**src/rtl/img_sram_pkg.sv**
```systemverilog
// Shared types and encodings for the image SRAM streaming DMA.
package img_sram_pkg;

    localparam int ADDR_W = 8;
    localparam int DATA_W = 8;

    typedef logic [ADDR_W-1:0] coord_t;
    typedef logic [DATA_W-1:0] pixel_t;

    typedef enum logic {
        MODE_LOAD = 1'b0,
        MODE_DUMP = 1'b1
    } dma_mode_e;

    typedef enum logic [2:0] {
        ST_IDLE,
        ST_LOAD,
        ST_LFIN,
        ST_DUMP,
        ST_DFIN
    } dma_state_e;

    typedef struct packed {
        logic we;
        logic se;
    } sram_op_t;

    localparam sram_op_t SRAM_WRITE = '{we: 1'b1, se: 1'b1};
    localparam sram_op_t SRAM_READ  = '{we: 1'b0, se: 1'b0};
    localparam sram_op_t SRAM_HOLD  = '{we: 1'b0, se: 1'b1};

    // Read data travels with its end-of-frame marker so m_last needs no extra counter.
    typedef struct packed {
        logic   last;
        pixel_t data;
    } rd_ent_t;

    function automatic logic at_frame_end(input coord_t row, input coord_t col,
                                          input coord_t rows_m1, input coord_t cols_m1);
        return (row == rows_m1) && (col == cols_m1);
    endfunction

endpackage

```
**src/rtl/img_sram_rd_fifo.sv**
```systemverilog
// Two-entry read-data FIFO between the SRAM read port and the DUMP stream.
module img_sram_rd_fifo
    import img_sram_pkg::*;
(
    input  logic       clk,
    input  logic       rst_n,
    input  logic       push,
    input  rd_ent_t    push_ent,
    input  logic       pop,
    output logic [1:0] count,
    output rd_ent_t    head
);

    rd_ent_t    mem_q [2];
    rd_ent_t    mem_d [2];
    logic       rd_ptr_q, rd_ptr_d;
    logic       wr_ptr_q, wr_ptr_d;
    logic [1:0] count_q, count_d;

    always_comb begin
        mem_d    = mem_q;
        rd_ptr_d = rd_ptr_q;
        wr_ptr_d = wr_ptr_q;
        if (push) begin
            mem_d[wr_ptr_q] = push_ent;
            wr_ptr_d        = ~wr_ptr_q;
        end
        if (pop) begin
            rd_ptr_d = ~rd_ptr_q;
        end
        count_d = count_q + {1'b0, push} - {1'b0, pop};
    end

    always_ff @(posedge clk or negedge rst_n) begin
        if (!rst_n) begin
            mem_q[0] <= '0;
            mem_q[1] <= '0;
            rd_ptr_q <= 1'b0;
            wr_ptr_q <= 1'b0;
            count_q  <= 2'd0;
        end else begin
            mem_q    <= mem_d;
            rd_ptr_q <= rd_ptr_d;
            wr_ptr_q <= wr_ptr_d;
            count_q  <= count_d;
        end
    end

    assign count = count_q;
    assign head  = mem_q[rd_ptr_q];

endmodule

```
**src/rtl/img_sram_dma.sv**
```systemverilog
// Streaming DMA: raster-order fill (LOAD) and drain (DUMP) of the 256x256x8 image SRAM.
//   state | meaning
//   IDLE  | waiting for start; SRAM held
//   LOAD  | accepting s_* beats, one WRITE per beat
//   LFIN  | last write registered; pulse done
//   DUMP  | issuing READs while FIFO + in-flight has room
//   DFIN  | all reads issued; draining until the last pixel pops
module img_sram_dma
    import img_sram_pkg::*;
(
    input  logic              clk,
    input  logic              rst_n,
    input  logic              start,
    input  logic              mode,
    input  logic [ADDR_W-1:0] rows_m1,
    input  logic [ADDR_W-1:0] cols_m1,
    output logic              busy,
    output logic              done,
    input  logic              s_valid,
    output logic              s_ready,
    input  logic [DATA_W-1:0] s_data,
    output logic              m_valid,
    input  logic              m_ready,
    output logic [DATA_W-1:0] m_data,
    output logic              m_last,
    output logic [ADDR_W-1:0] sram_row,
    output logic [ADDR_W-1:0] sram_col,
    output logic [DATA_W-1:0] sram_din,
    output logic              sram_write_en,
    output logic              sram_sense_en,
    input  logic [DATA_W-1:0] sram_dout
);

    dma_state_e state_q, state_d;
    coord_t     rows_q, rows_d;
    coord_t     cols_q, cols_d;
    coord_t     row_q, row_d;
    coord_t     col_q, col_d;
    sram_op_t   op_q, op_d;
    coord_t     addr_row_q, addr_row_d;
    coord_t     addr_col_q, addr_col_d;
    pixel_t     din_q, din_d;
    logic       done_q, done_d;
    logic       inflight_q, inflight_d;
    logic       inflight_last_q, inflight_last_d;

    coord_t     row_adv, col_adv;
    logic       frame_end;
    logic       pop;
    logic [1:0] fifo_count;
    rd_ent_t    fifo_head;
    rd_ent_t    push_ent;
    logic [2:0] occ;

    assign frame_end = at_frame_end(row_q, col_q, rows_q, cols_q);

    // Raster advance; row may wrap on the final pixel of a 256-row frame, which is harmless
    // because frame_end has already moved the state on.
    always_comb begin
        if (col_q == cols_q) begin
            col_adv = '0;
            row_adv = row_q + coord_t'(1);
        end else begin
            col_adv = col_q + coord_t'(1);
            row_adv = row_q;
        end
    end

    assign pop      = m_valid && m_ready;
    assign occ      = 3'(fifo_count) + 3'(inflight_q) - 3'(pop);
    assign push_ent = '{last: inflight_last_q, data: sram_dout};

    always_comb begin
        state_d         = state_q;
        rows_d          = rows_q;
        cols_d          = cols_q;
        row_d           = row_q;
        col_d           = col_q;
        op_d            = SRAM_HOLD;
        addr_row_d      = addr_row_q;
        addr_col_d      = addr_col_q;
        din_d           = din_q;
        done_d          = 1'b0;
        inflight_d      = 1'b0;
        inflight_last_d = 1'b0;
        case (state_q)
            ST_IDLE: begin
                if (start) begin
                    rows_d  = rows_m1;
                    cols_d  = cols_m1;
                    row_d   = '0;
                    col_d   = '0;
                    state_d = (dma_mode_e'(mode) == MODE_DUMP) ? ST_DUMP : ST_LOAD;
                end
            end
            ST_LOAD: begin
                if (s_valid && s_ready) begin
                    op_d       = SRAM_WRITE;
                    addr_row_d = row_q;
                    addr_col_d = col_q;
                    din_d      = s_data;
                    row_d      = row_adv;
                    col_d      = col_adv;
                    if (frame_end) begin
                        state_d = ST_LFIN;
                    end
                end
            end
            ST_LFIN: begin
                done_d  = 1'b1;
                state_d = ST_IDLE;
            end
            ST_DUMP: begin
                if (occ < 3'd2) begin
                    op_d            = SRAM_READ;
                    addr_row_d      = row_q;
                    addr_col_d      = col_q;
                    inflight_d      = 1'b1;
                    inflight_last_d = frame_end;
                    row_d           = row_adv;
                    col_d           = col_adv;
                    if (frame_end) begin
                        state_d = ST_DFIN;
                    end
                end
            end
            ST_DFIN: begin
                if (pop && fifo_head.last) begin
                    done_d  = 1'b1;
                    state_d = ST_IDLE;
                end
            end
            default: state_d = ST_IDLE;
        endcase
    end

    always_ff @(posedge clk or negedge rst_n) begin
        if (!rst_n) begin
            state_q         <= ST_IDLE;
            rows_q          <= '0;
            cols_q          <= '0;
            row_q           <= '0;
            col_q           <= '0;
            op_q            <= SRAM_HOLD;
            addr_row_q      <= '0;
            addr_col_q      <= '0;
            din_q           <= '0;
            done_q          <= 1'b0;
            inflight_q      <= 1'b0;
            inflight_last_q <= 1'b0;
        end else begin
            state_q         <= state_d;
            rows_q          <= rows_d;
            cols_q          <= cols_d;
            row_q           <= row_d;
            col_q           <= col_d;
            op_q            <= op_d;
            addr_row_q      <= addr_row_d;
            addr_col_q      <= addr_col_d;
            din_q           <= din_d;
            done_q          <= done_d;
            inflight_q      <= inflight_d;
            inflight_last_q <= inflight_last_d;
        end
    end

    // sram_dout is captured only on the edge after a READ was registered.
    img_sram_rd_fifo u_rd_fifo (
        .clk      (clk),
        .rst_n    (rst_n),
        .push     (inflight_q),
        .push_ent (push_ent),
        .pop      (pop),
        .count    (fifo_count),
        .head     (fifo_head)
    );

    assign busy          = (state_q != ST_IDLE);
    assign done          = done_q;
    assign s_ready       = (state_q == ST_LOAD);
    assign m_valid       = (fifo_count != 2'd0);
    assign m_data        = fifo_head.data;
    assign m_last        = m_valid && fifo_head.last;
    assign sram_row      = addr_row_q;
    assign sram_col      = addr_col_q;
    assign sram_din      = din_q;
    assign sram_write_en = op_q.we;
    assign sram_sense_en = op_q.se;

endmodule

```
**config.mk**
```make
export PLATFORM = sky130hd
export DESIGN_NAME = img_sram_dma
export DESIGN_NICKNAME = d
export VERILOG_FILES = /design/src/rtl/img_sram_pkg.sv /design/src/rtl/img_sram_rd_fifo.sv /design/src/rtl/img_sram_dma.sv
export SDC_FILE = /design/constraint.sdc
export NUM_CORES = 1
export LEC_CHECK = 0
export ABC_AREA = 1
export CORE_MARGIN = 3
export CORE_UTILIZATION = 30
export DETAILED_ROUTE_END_ITERATION = 8
export PLACE_DENSITY = 0.6
export REMOVE_ABC_BUFFERS = 1
export SKIP_CTS_REPAIR_TIMING = 1
export SYNTH_ARGS = -nofsm -noshare
export SYNTH_HDL_FRONTEND = slang
export SYNTH_HIERARCHICAL = 1
export SYNTH_SLANG_ARGS = --single-unit
```
**constraint.sdc**
```tcl
create_clock -name clk -period 2.5 [get_ports clk]
set_input_delay 0.5 -clock clk [delete_from_list [all_inputs] [get_ports clk]]
set_output_delay 0.5 -clock clk [all_outputs]
set_load 0.01 [all_outputs]
```
Word-level counts from Yosys, hierarchy flattened
Index checks and enable logic that the tools add are counted.
{"block": "op_classes", "reduce_logical": 16, "bitwise_logic": 4, "n_mux": 38, "order_cmp": 4, "n_addsub": 6, "eq_ne": 12}
{"op": "$mux W8", "n": 11}
{"op": "$pmux W8 S3", "n": 2}
{"op": "$mux W9", "n": 4}
{"op": "$pmux W8 S2", "n": 2}
{"op": "$bwmux W18", "n": 1}
{"op": "$mux W3", "n": 6}
{"op": "$add A8 B1 Y8 const B", "n": 2}
{"op": "$eq A8 B8 Y1", "n": 2}
{"op": "$pmux W3 S4", "n": 1}
{"op": "$demux W9 S1", "n": 1}
{"op": "$ne A2 B2 Y1 const B", "n": 4}
{"op": "$eq A3 B2 Y1 const B", "n": 2}
{"op": "$logic_and A1 B1 Y1", "n": 6}
{"op": "$mux W1", "n": 6}
{"op": "$reduce_and A6 Y1", "n": 1}
{"op": "$reduce_bool A3 Y1", "n": 2}
{"op": "$ge A2 B2 Y1 const B", "n": 2}
{"op": "$mux W2", "n": 2}
{"op": "$ne A2 B1 Y1 const B", "n": 2}
{"op": "$not A1 Y2", "n": 2}
{"op": "$pmux W2 S2", "n": 1}
{"op": "$reduce_and A2 Y1", "n": 2}
{"op": "$reduce_and A4 Y1", "n": 1}
{"op": "$reduce_bool A2 Y1", "n": 2}
{"op": "other kinds (12)", "n": 13}
{"block": "word_totals", "inputBits": 38, "regBits": 86, "output_inout_bits": 39, "elab_cells": 100}

Longest topological paths before layout
Gate-level depths: netlist of the first run.
{"block": "depth", "word_depth": 7, "ltp_mapped": 15, "depth_no_buf": 15}

Cells and area by module
Netlist of the first run, hierarchy kept.
{"module": "img_sram_dma", "area_per_inst_um2": 3170.5, "instances": 1, "cells_per_inst": 403}
{"module": "img_sram_rd_fifo", "area_per_inst_um2": 1056.0, "instances": 1, "cells_per_inst": 116}

Least setup slack after synthesis of the first run
No wires, ideal clock.
{"block": "synth_path", "path_kind": "input port to flip-flop", "from": "in m_ready", "to": "reg row_q[3]", "n_path_buf": 1, "arrival_ps": 2099, "path_slack_ps": 284, "setup_ps": 116, "stages": 13, "t_required_ps": 2384, "path_cell_list": "o21a_1 nand2_1 o21ai_0 nand2_1 fa_1 nand3_1 nand2_2 nand3_2 nor2_4 o21ai_4 buf_8 nand2_1 nand2_1"}
{"block": "synth_between", "elab_chain_len": 5}
{"element": "from (decl)", "line_no": "img_sram_dma.sv:23", "text": "input logic m_ready,"}
{"element": "$logic_and A1 B1 Y1", "line_no": "img_sram_dma.sv:69", "text": "assign pop = m_valid && m_ready;"}
{"element": "$sub A3 B1 Y3", "line_no": "img_sram_dma.sv:70", "text": "assign occ = 3'(fifo_count) + 3'(inflight_q) - 3'(pop);"}
{"element": "$lt A3 B2 Y1", "line_no": "img_sram_dma.sv:114", "text": "if (occ < 3'd2) begin"}
{"element": "$ne A2 B2 Y1 (no source line)"}
{"element": "$reduce_and A4 Y1 (no source line)"}
{"element": "to (signal assigned)", "line_no": "img_sram_dma.sv:155", "text": "row_q <= row_d;"}
{"element": "to (decl)", "line_no": "img_sram_dma.sv:37", "text": "coord_t row_q, row_d;"}
No other way between the ends.
A chain may end at the register's enable or synchronous reset.

Worst setup path after layout of the first run
{"block": "layout_path", "from": "reg state_q[2]", "to": "out s_ready"}
{"block": "layout_between", "elab_chain_len": 1}
{"element": "from (decl)", "line_no": "img_sram_dma.sv:34", "text": "dma_state_e state_q, state_d;"}
{"element": "from (signal assigned)", "line_no": "img_sram_dma.sv:152", "text": "state_q <= state_d;"}
{"element": "$eq A3 B1 Y1", "line_no": "img_sram_dma.sv:180", "text": "assign s_ready = (state_q == ST_LOAD);"}
{"element": "to (decl)", "line_no": "img_sram_dma.sv:20", "text": "output logic s_ready,"}
No other way between the ends.

==> results of run 1 <==
-- power groups by stage --
stage,Clock (W),Sequential [W],Combinational [W]
floorplan,0,0.00242,0.00178
global placement,0,0.00234,0.00320
detailed placement,0,0.00236,0.00328
CTS,0.00169,0.00234,0.00330
global route,0.00175,0.00241,0.00392
finish,0.00165,0.00234,0.00350
-- through the flow --
| stage | worst slack [ps] | hold WS [ps] |
|---|---|---|
| after detailed placement | -302.7 | 402.7 |
| after global routing | 17.98 | 46.74 |
| after CTS | 47.34 | 40.75 |
| after floorplan | 201.6 | 204.4 |
| after global placement | -216.8 | 398.6 |
| final | 204.8 | 46.32 |
-- worst paths after layout --
kind	from	to	slack [ps]
setup / recovery	state_q[2]	s_ready	200
hold / removal	rst_n	u_rd_fifo/mem_q[13]	50
setup reg to reg	u_rd_fifo/count[0]	sram_col[2]	220
hold reg to reg	u_rd_fifo/mem_q[9]	u_rd_fifo/mem_q[9]	480
max in group asynchronous	rst_n	cols_q[4]	1840
min in group clk	u_rd_fifo/mem_q[9]	u_rd_fifo/mem_q[9]	480
-- cell families after synthesis --
group | synth area share
buffers and inverters | 0.08733
XOR/XNOR | 0.01451
multiplexers | 0.005328
flip-flops | 0.5095
AND/OR/NAND/NOR | 0.2632
adder cells (fa/ha/maj) | 0.01658
AO/OA/AOI/OAI | 0.1036
-- synth_stat cells, drive strengths merged --
cell    number
nor2        65
o21ai       37
o21a         2
nand3       20
fa           1
xor2         7
nand2      175
a21oi       29
nand4        1
clkinv       2
mux2         2
o22ai        1
dfrtp       85
dfstp        1
clkbuf       2
ha           4
nor3         4
inv         68
or2          2
buf         11
-- critical path, delay by kind of cell (launching register included) --
family	cells	cell delay, ps
flip-flops	1	390
AND/OR/NAND/NOR	2	330
buffers and inverters	2	730
-- layer usage --
layer | part of all wire | track usage
met5 | 0 | 0
met4 | 0.012 | 0.04126
met3 | 0.055 | 0.04202
met2 | 0.46 | 0.1864
met1 | 0.48 | 0.1711
-- area by class of cell --
type,instances,area share
clock buffer,10,0.04194
clock inverter,6,0.02328
inverter,70,0.04611
multi-input combinational,351,0.3037
sequential,86,0.3779
tap,176,0.03865
timing repair buffer,94,0.1684
-- state kept, by name, indices dropped and copies added, names as in the netlist --
| signal | count |
|---|---|
| sram_col | 8 |
| u_rd_fifo/mem_q | 18 |
| state_q | 3 |
| done | 1 |
| cols_q | 8 |
| u_rd_fifo/rd_ptr_q | 1 |
| inflight_last_q | 1 |
| sram_sense_en | 1 |
| col_q | 8 |
| sram_row | 8 |
| inflight_q | 1 |
| u_rd_fifo/count | 2 |
| sram_din | 8 |
| sram_write_en | 1 |
| rows_q | 8 |
| u_rd_fifo/wr_ptr_q | 1 |
| row_q | 8 |
==> impl_metrics.tcl, run 1 <==
set metrics [dict create \
    switching_share 0.3708 \
    first_pass_iteration_count_of_the_detailed_router 4 \
    fin_util 0.4219 \
    post-place-cells 771 \
    ys_top_cells_by_area "sky130_fd_sc_hd__dfrtp_1 50%, sky130_fd_sc_hd__nand2_1 15%, sky130_fd_sc_hd__inv_1 6.0%, sky130_fd_sc_hd__nor2_1 5.2%, sky130_fd_sc_hd__o21ai_2 4.1%" \
    cts.path.max_buffers 2 \
    gp_congestion 0.7803 \
    final_cell_mix "166 x sky130_fd_sc_hd__nand2_1, 85 x sky130_fd_sc_hd__dfrtp_1, 74 x sky130_fd_sc_hd__clkdlybuf4s50_1, 68 x sky130_fd_sc_hd__inv_1, 58 x sky130_fd_sc_hd__nor2_1" \
    ys_warn_count 6 \
    fillers 1273 \
    worst_hold_path_type "in2async" \
    design_power_total_w 0.007484 \
    mappedNetlistArea_mm2 0.004227 \
    antenna-diode-count 0 \
    cp_slowest_cell "sky130_fd_sc_hd__clkdlybuf4s50_1" \
    pwr-share-clk 0.220 \
    drt.antenna.violating_nets 0 \
    power.ir.vdd_worst_v 0.0004343 \
    grt_use_total 0.1252 \
    final_layout_size_suffix_gt1_frac 0.1313 \
    cap_violations 0 \
    clk_latency_ps 340 \
    cts_buffers 9 \
    drt_first_iter_violations 219 \
    worst_clock_skew_ps 6.801 \
    depth_of_the_most_critical_reg_to_reg_path 13 \
    initial_core_utilization 0.3130 \
    chipWidth_um 124.7 \
    switching_power_w 0.002775 \
    seq_power_share 0.313 \
    fp.dieArea_mm2 0.01555 \
    post_synth.cell_area_avg_um2 8.144 \
    layout.area.seq_mm2 0.002153 \
    wl_mm 9.950 \
    wire_per_inst_um 12.55 \
    clock-root-buffer "sky130_fd_sc_hd__clkbuf_16" \
    timing.critical_path.required_ps 2000 \
    route.detailed.vias_per_inst 4.376 \
    cp-end-kind "primary output" \
    mostFrequentLayoutCell "sky130_fd_sc_hd__nand2_1" \
    achievable-frequency_mhz 435.7 \
    p_int_w 0.004709 \
    postSynthCellCount 519 \
    status "finished clean" \
    finalSetupViolCount 0 \
    ys_seq_area_frac 0.5095 \
    crit_path_cell_trace "inv_1, nand2_4, nor2_2, clkdlybuf4s50_1" \
    place.detailed.hpwl_mm 6.897 \
    overflow 0 \
    power_leakage_nw 2.766 \
    post_cts_clock_slew_at_the_launch_and_capture_registers_of_the_worst_setup_and_hold_paths_ps 70 \
    tritoncts "done" \
    cpPeakStageDelay_ps 600 \
    synth_top_area_cell "sky130_fd_sc_hd__dfrtp_1" \
    drc_violations 0 \
    critical_path.startpoint_type "flip-flop" \
    io_pins 77 \
    initial_antenna_violation_count 0 \
    synth.ff_latch_count 86 \
    floorplan.rows 42 \
    unrepaired_setup_endpoints_after_global_routing "false" \
    die_height_um 124.7 \
    grt_pass1_wl_mm 16.07 \
    ys_types 31 \
    number_of_global_route_vias_before_repair 3269 \
    final.setup.tns_ps 0 \
    post_route_cell_area_mm2 0.005698 \
    finalMaxSlewViolations 0 \
    crit_path_max_fanout 10 \
    htreeDepth 3 \
    min_period_ps 2295 \
    dr_total_vias 3470 \
    finish.net_count 655 \
    netlist.area_leader.share 0.5033 \
    placement.io_buffers 76 \
    relSlewSlack 0.6552 \
    timing_worst_slew_pin_value_ps 517.1 \
    footprint_of_the_multi_input_gates_mm2 0.001730 \
    final_cell_count_no_fill 793 \
    area.growth.synth_to_final_pct 34.81 \
    pin_count_of_the_biggest_net_entering_global_routing 44 \
    timing.final.crit_share 0.9181 \
    final-hold-violation-count 0 \
    setup.worst_path.class "reg2out" \
    pwr-share-comb 0.467 \
    power_density_mw_per_mm2 1314 \
    placed_cell_areas_mm2 0.005221 \
    cts.sinks 86 \
    core_mm2 0.01351 \
    timing.critical_path.arrival_ps 1800 \
]
(Power assumes the default switching activity.)
==> run 2: changes to the inputs <==
--- a/config.mk
+++ b/config.mk
@@ -14,2 +14,3 @@
 export SKIP_CTS_REPAIR_TIMING = 1
+export SKIP_LAST_GASP = 1
 export SYNTH_ARGS = -nofsm -noshare
--- a/constraint.sdc
+++ b/constraint.sdc
@@ -3,2 +3,2 @@
 set_output_delay 0.5 -clock clk [all_outputs]
-set_load 0.01 [all_outputs]
+set_load 0.05 [all_outputs]
==> impl_metrics.tcl, run 2 (synthesized netlist as in run 1, its figures left out) <==
set metrics [dict create \
    status "finished clean" \
    crit_path_max_fanout 8 \
    clock-root-buffer "sky130_fd_sc_hd__clkbuf_16" \
    worst_hold_path_type "in2async" \
    pwr-share-comb 0.523 \
    depth_of_the_most_critical_reg_to_reg_path 14 \
    power_density_mw_per_mm2 1454 \
    mostFrequentLayoutCell "sky130_fd_sc_hd__nand2_1" \
    cts.sinks 86 \
    setup.worst_path.class "reg2reg" \
    final-hold-violation-count 0 \
    cp_top_family "simple AND/OR/NAND/NOR gates" \
    dr_total_vias 3453 \
    initial_antenna_violation_count 0 \
    drt_first_iter_violations 202 \
    fillers 1337 \
    antenna-diode-count 0 \
    cp-end-kind "flip-flop" \
    clk_latency_ps 330 \
    route.detailed.vias_per_inst 4.393 \
    power.ir.vdd_worst_v 0.0004815 \
    placed_cell_areas_mm2 0.005186 \
    timing.critical_path.arrival_ps 2550 \
    cpPeakStageDelay_ps 490 \
    switching_share 0.4604 \
    min_period_ps 2292 \
    achievable-frequency_mhz 436.3 \
    number_of_global_route_vias_before_repair 3353 \
    first_pass_iteration_count_of_the_detailed_router 5 \
    cp_slowest_cell "sky130_fd_sc_hd__fa_1" \
    setup.reg_to_reg.worst_slack_ps 210 \
    cts_buffers 9 \
    wl_mm 9.447 \
    finalSetupViolCount 0 \
    die_height_um 124.7 \
    timing.final.crit_share 0.9168 \
    wire_per_inst_um 12.02 \
    initial_core_utilization 0.3130 \
    timing.hold.ws_ps 154.4 \
    switching_power_w 0.003717 \
    area.growth.synth_to_final_pct 31.41 \
    path_buf_inv 1 \
    finalMaxSlewViolations 0 \
    crit-reg2reg-launch "u_rd_fifo/count[1]" \
    post_cts_clock_slew_at_the_launch_and_capture_registers_of_the_worst_setup_and_hold_paths_ps 60 \
    crit_path_to "col_q[7]" \
    critical_path.startpoint_type "flip-flop" \
    drt.antenna.violating_nets 0 \
    power_leakage_nw 2.724 \
    relSlewSlack 0.6154 \
    grt_pass1_wl_mm 16.06 \
    pwr-share-clk 0.181 \
    cts.path.max_buffers 2 \
    tritoncts "done" \
    p_int_w 0.004356 \
    post_route_cell_area_mm2 0.005554 \
    min_setup_slack_post_route_ps 208.1 \
    chipWidth_um 124.7 \
    largest_register_ffs 18 \
    final_cell_mix "166 x sky130_fd_sc_hd__nand2_1, 84 x sky130_fd_sc_hd__dfrtp_1, 68 x sky130_fd_sc_hd__inv_1, 63 x sky130_fd_sc_hd__clkdlybuf4s50_1, 59 x sky130_fd_sc_hd__nor2_1" \
    cap_violations 0 \
    floorplan.rows 42 \
    gp_congestion 0.8046 \
    number_of_cells_on_the_critical_path 14 \
    io_pins 77 \
    r2r-end "col_q[7]" \
    core_mm2 0.01351 \
    post-place-cells 768 \
    pin_count_of_the_biggest_net_entering_global_routing 45 \
    final_layout_size_suffix_gt1_frac 0.1361 \
    seq_power_share 0.296 \
    crit_path_cell_trace "o21a_1, nand2_1, o21ai_1, nand2_1, fa_1, nand3_1, nand2_2, nand3_4, nor2_4, buf_6, nand2_1, nand2_1, nand2_1, nor2_1" \
    place.detailed.hpwl_mm 6.973 \
    critical_path.most_common_cell "sky130_fd_sc_hd__nand2_1" \
    timing_worst_slew_pin_value_ps 576.9 \
    timing.critical_path.required_ps 2760 \
    final_cell_count_no_fill 786 \
    finish.net_count 648 \
    placement.io_buffers 76 \
    htreeDepth 3 \
    cp_launch_point "u_rd_fifo/count[1]" \
    worst_clock_skew_ps 5.506 \
    overflow 0 \
    regMostFlops "u_rd_fifo/mem_q" \
    drc_violations 0 \
    fp.dieArea_mm2 0.01555 \
    grt_use_total 0.1255 \
    post-place-ws_ps -332.0 \
    fin_util 0.4112 \
]
## run 2: changes by cell type in the layout (fill, tap and decap cells not counted), moves of 2 or more
cell and change:
sky130_fd_sc_hd__clkbuf_16 -2, sky130_fd_sc_hd__buf_4 +4, sky130_fd_sc_hd__bufinv_16 -2, sky130_fd_sc_hd__clkdlybuf4s50_1 -11
## run 2: cell type report
class	count	area, um2	area share
timing repair buffer	87	862.1	0.1552
inverter	70	262.8	0.04731
tap	176	220.2	0.03965
clock inverter	5	81.33	0.01464
clock buffer	11	252.7	0.04551
sequential	86	2155	0.3879
multi-input combinational	351	1720	0.3098
## run 2: stage by stage
step                TNS [ps]  power, W
floorplan                  0  0.005207
global placement       -4862  0.006495
detailed placement     -7400  0.006611
CTS                   -32.38  0.008114
global route         -0.3513  0.008686
finish                     0  0.008074
## run 2: how the worst min path moves through the flow
stage,start,endpoint,slack [ps]
2_1_floorplan,rst_n,col_q[0],200
3_3_place_gp,u_rd_fifo/mem_q[16],u_rd_fifo/mem_q[16],460
3_5_place_dp,u_rd_fifo/mem_q[10],u_rd_fifo/mem_q[10],470
4_1_cts,rst_n,u_rd_fifo/mem_q[13],170
5_1_grt,rst_n,u_rd_fifo/mem_q[4],190
6_report,rst_n,u_rd_fifo/mem_q[13],150
## run 2: metal layers
layer	routed length, um	global-route usage	vias to the layer above
met5	0	0	-
met2	4371	0.1943	62
met3	486	0.03688	9
met4	120	0.04126	0
met1	4468	0.1687	1607
li1	-	-	1775
## run 2: power by group through the flow
| stage | Combinational [W] | Sequential [W] | Clock [W] |
|---|---|---|---|
| 2_1_floorplan | 0.00217 | 0.00303 | 0 |
| 4_1_cts | 0.00421 | 0.00239 | 0.00151 |
| 3_5_place_dp | 0.00420 | 0.00241 | 0 |
| 6_report | 0.00423 | 0.00239 | 0.00146 |
| 5_1_grt | 0.00465 | 0.00247 | 0.00157 |
| 3_3_place_gp | 0.00411 | 0.00238 | 0 |
==> run 3: changes to the inputs <==
Settings changed: PLACE_DENSITY 0.6 to 0.51, SLEW_MARGIN from default to 20.
==> impl_metrics.tcl, run 3 (synthesized netlist as in run 1, its figures left out) <==
set metrics [dict create \
    unrepaired_setup_endpoints_after_global_routing "false" \
    first_pass_iteration_count_of_the_detailed_router 4 \
    tritoncts "done" \
    floorplan.rows 42 \
    route.detailed.vias_per_inst 4.337 \
    overflow 0 \
    pwr-share-comb 0.531 \
    post-place-cells 770 \
    number_of_global_route_vias_before_repair 3436 \
    setup.worst_path.class "reg2reg" \
    drt_first_iter_violations 196 \
    final-hold-violation-count 0 \
    cp-end-kind "flip-flop" \
    finalSetupViolCount 0 \
    achievable-frequency_mhz 431.3 \
    p_int_w 0.004408 \
    switching_share 0.4586 \
    core_mm2 0.01351 \
    cts_buffers 9 \
    relSlewSlack 0.6022 \
    post_cts_clock_slew_at_the_launch_and_capture_registers_of_the_worst_setup_and_hold_paths_ps 60 \
    initial_antenna_violation_count 0 \
    htreeDepth 3 \
    largest_register_ffs 18 \
    fp.dieArea_mm2 0.01555 \
    timing.critical_path.required_ps 2760 \
    pin_count_of_the_biggest_net_entering_global_routing 44 \
    placement.io_buffers 76 \
    chipWidth_um 124.7 \
    gp_congestion 0.7889 \
    power.ir.vdd_worst_v 0.0006001 \
    finalMaxSlewViolations 0 \
    power_leakage_nw 2.751 \
    regMostFlops "u_rd_fifo/mem_q" \
    status "finished clean" \
    dr_total_vias 3422 \
    fillers 1361 \
    grt_pass1_wl_mm 16.46 \
    crit_path_max_fanout 15 \
    clock-root-buffer "sky130_fd_sc_hd__clkbuf_16" \
    power_density_mw_per_mm2 1454 \
    seq_power_share 0.293 \
    min_period_ps 2319 \
    final_cell_mix "166 x sky130_fd_sc_hd__nand2_1, 84 x sky130_fd_sc_hd__dfrtp_1, 68 x sky130_fd_sc_hd__inv_1, 63 x sky130_fd_sc_hd__clkdlybuf4s50_1, 59 x sky130_fd_sc_hd__nor2_1" \
    antenna-diode-count 0 \
    wire_per_inst_um 12.27 \
    drc_violations 0 \
    place.detailed.hpwl_mm 6.920 \
    io_pins 77 \
    grt_use_total 0.1292 \
    mostFrequentLayoutCell "sky130_fd_sc_hd__nand2_1" \
    timing.hold.ws_ps 58.41 \
    clk_latency_ps 340 \
    timing.critical_path.arrival_ps 2580 \
    cts.path.max_buffers 2 \
    timing_worst_slew_pin_value_ps 596.7 \
    finish.net_count 651 \
    critical_path.startpoint_type "flip-flop" \
    final_layout_size_suffix_gt1_frac 0.1403 \
    initial_core_utilization 0.3130 \
    wl_mm 9.682 \
    pwr-share-clk 0.177 \
    worst_clock_skew_ps 6.072 \
    cap_violations 0 \
    drt.antenna.violating_nets 0 \
    area.growth.synth_to_final_pct 32.50 \
    cts.sinks 86 \
    switching_power_w 0.003734 \
    timing.final.crit_share 0.9275 \
    die_height_um 124.7 \
    final_cell_count_no_fill 789 \
    worst_hold_path_type "in2async" \
    fin_util 0.4147 \
]
==> run 3: metrics by stage <==
step / total power (W) / area [um2] / TNS, ps / worst slack [ps]
after floorplan: 0.005207 / 4120 / 0 / 201.6
after global placement: 0.006559 / 5214 / -5607 / -243.1
after detailed placement: 0.006640 / 5214 / -7280 / -308.5
after CTS: 0.008113 / 5530 / 0 / 45.14
after global routing: 0.008761 / 5600 / 0 / 18.46
final: 0.008142 / 5600 / 0 / 181.3
==> run 3: worst paths after layout <==
path	startpoint	to	slack [ps]	cells after the start
max	u_rd_fifo/count[1]	sram_col[4]	180	13
min	rst_n	u_rd_fifo/mem_q[4]	60	1
min reg2reg	u_rd_fifo/mem_q[11]	u_rd_fifo/mem_q[11]	480	2
min in group clk	u_rd_fifo/mem_q[11]	u_rd_fifo/mem_q[11]	480	2
max reg2reg	u_rd_fifo/count[1]	sram_col[4]	180	13
max in group asynchronous	rst_n	cols_q[7]	1850	2
==> run 3: power by group through the flow <==
stage	Combinational [W]	Sequential [W]	Clock [W]
CTS	0.00425	0.00239	0.00148
finish	0.00432	0.00238	0.00144
floorplan	0.00217	0.00303	0
detailed placement	0.00423	0.00241	0
global route	0.00475	0.00248	0.00154
global placement	0.00417	0.00239	0
==> run 3: cell type report <==
cell class / instances / area, um2 / share of cell area
Sequential cell: 86 / 2155 / 0.3847
Multi-Input combinational cell: 350 / 1724 / 0.3079
Timing Repair Buffer: 91 / 922.1 / 0.1647
Inverter: 70 / 262.8 / 0.04692
Clock buffer: 12 / 246.5 / 0.04401
Tap cell: 176 / 220.2 / 0.03932
Clock inverter: 4 / 70.07 / 0.01251
==> run 3: worst max-delay path: stages (launching register included) <==
cell and delay [ps]:
sky130_fd_sc_hd__dfrtp_2 460, sky130_fd_sc_hd__o21a_1 200, sky130_fd_sc_hd__nand2_1 70, sky130_fd_sc_hd__buf_4 100
sky130_fd_sc_hd__inv_1 40, sky130_fd_sc_hd__fa_2 520, sky130_fd_sc_hd__nand3_2 80, sky130_fd_sc_hd__nand2_2 110
sky130_fd_sc_hd__buf_4 120, sky130_fd_sc_hd__nand3_2 80, sky130_fd_sc_hd__nand2_4 120, sky130_fd_sc_hd__buf_12 150
sky130_fd_sc_hd__nor2_1 50, sky130_fd_sc_hd__a21oi_1 120
==> run 3: per-layer routing <==
layer  up-vias  wire length (um)  GRT usage
li1       1780                 -          -
met1      1545              4680     0.1791
met2        84              4295     0.1937
met3        13               515    0.02916
met4         0               190    0.05545
met5         -                 0          0
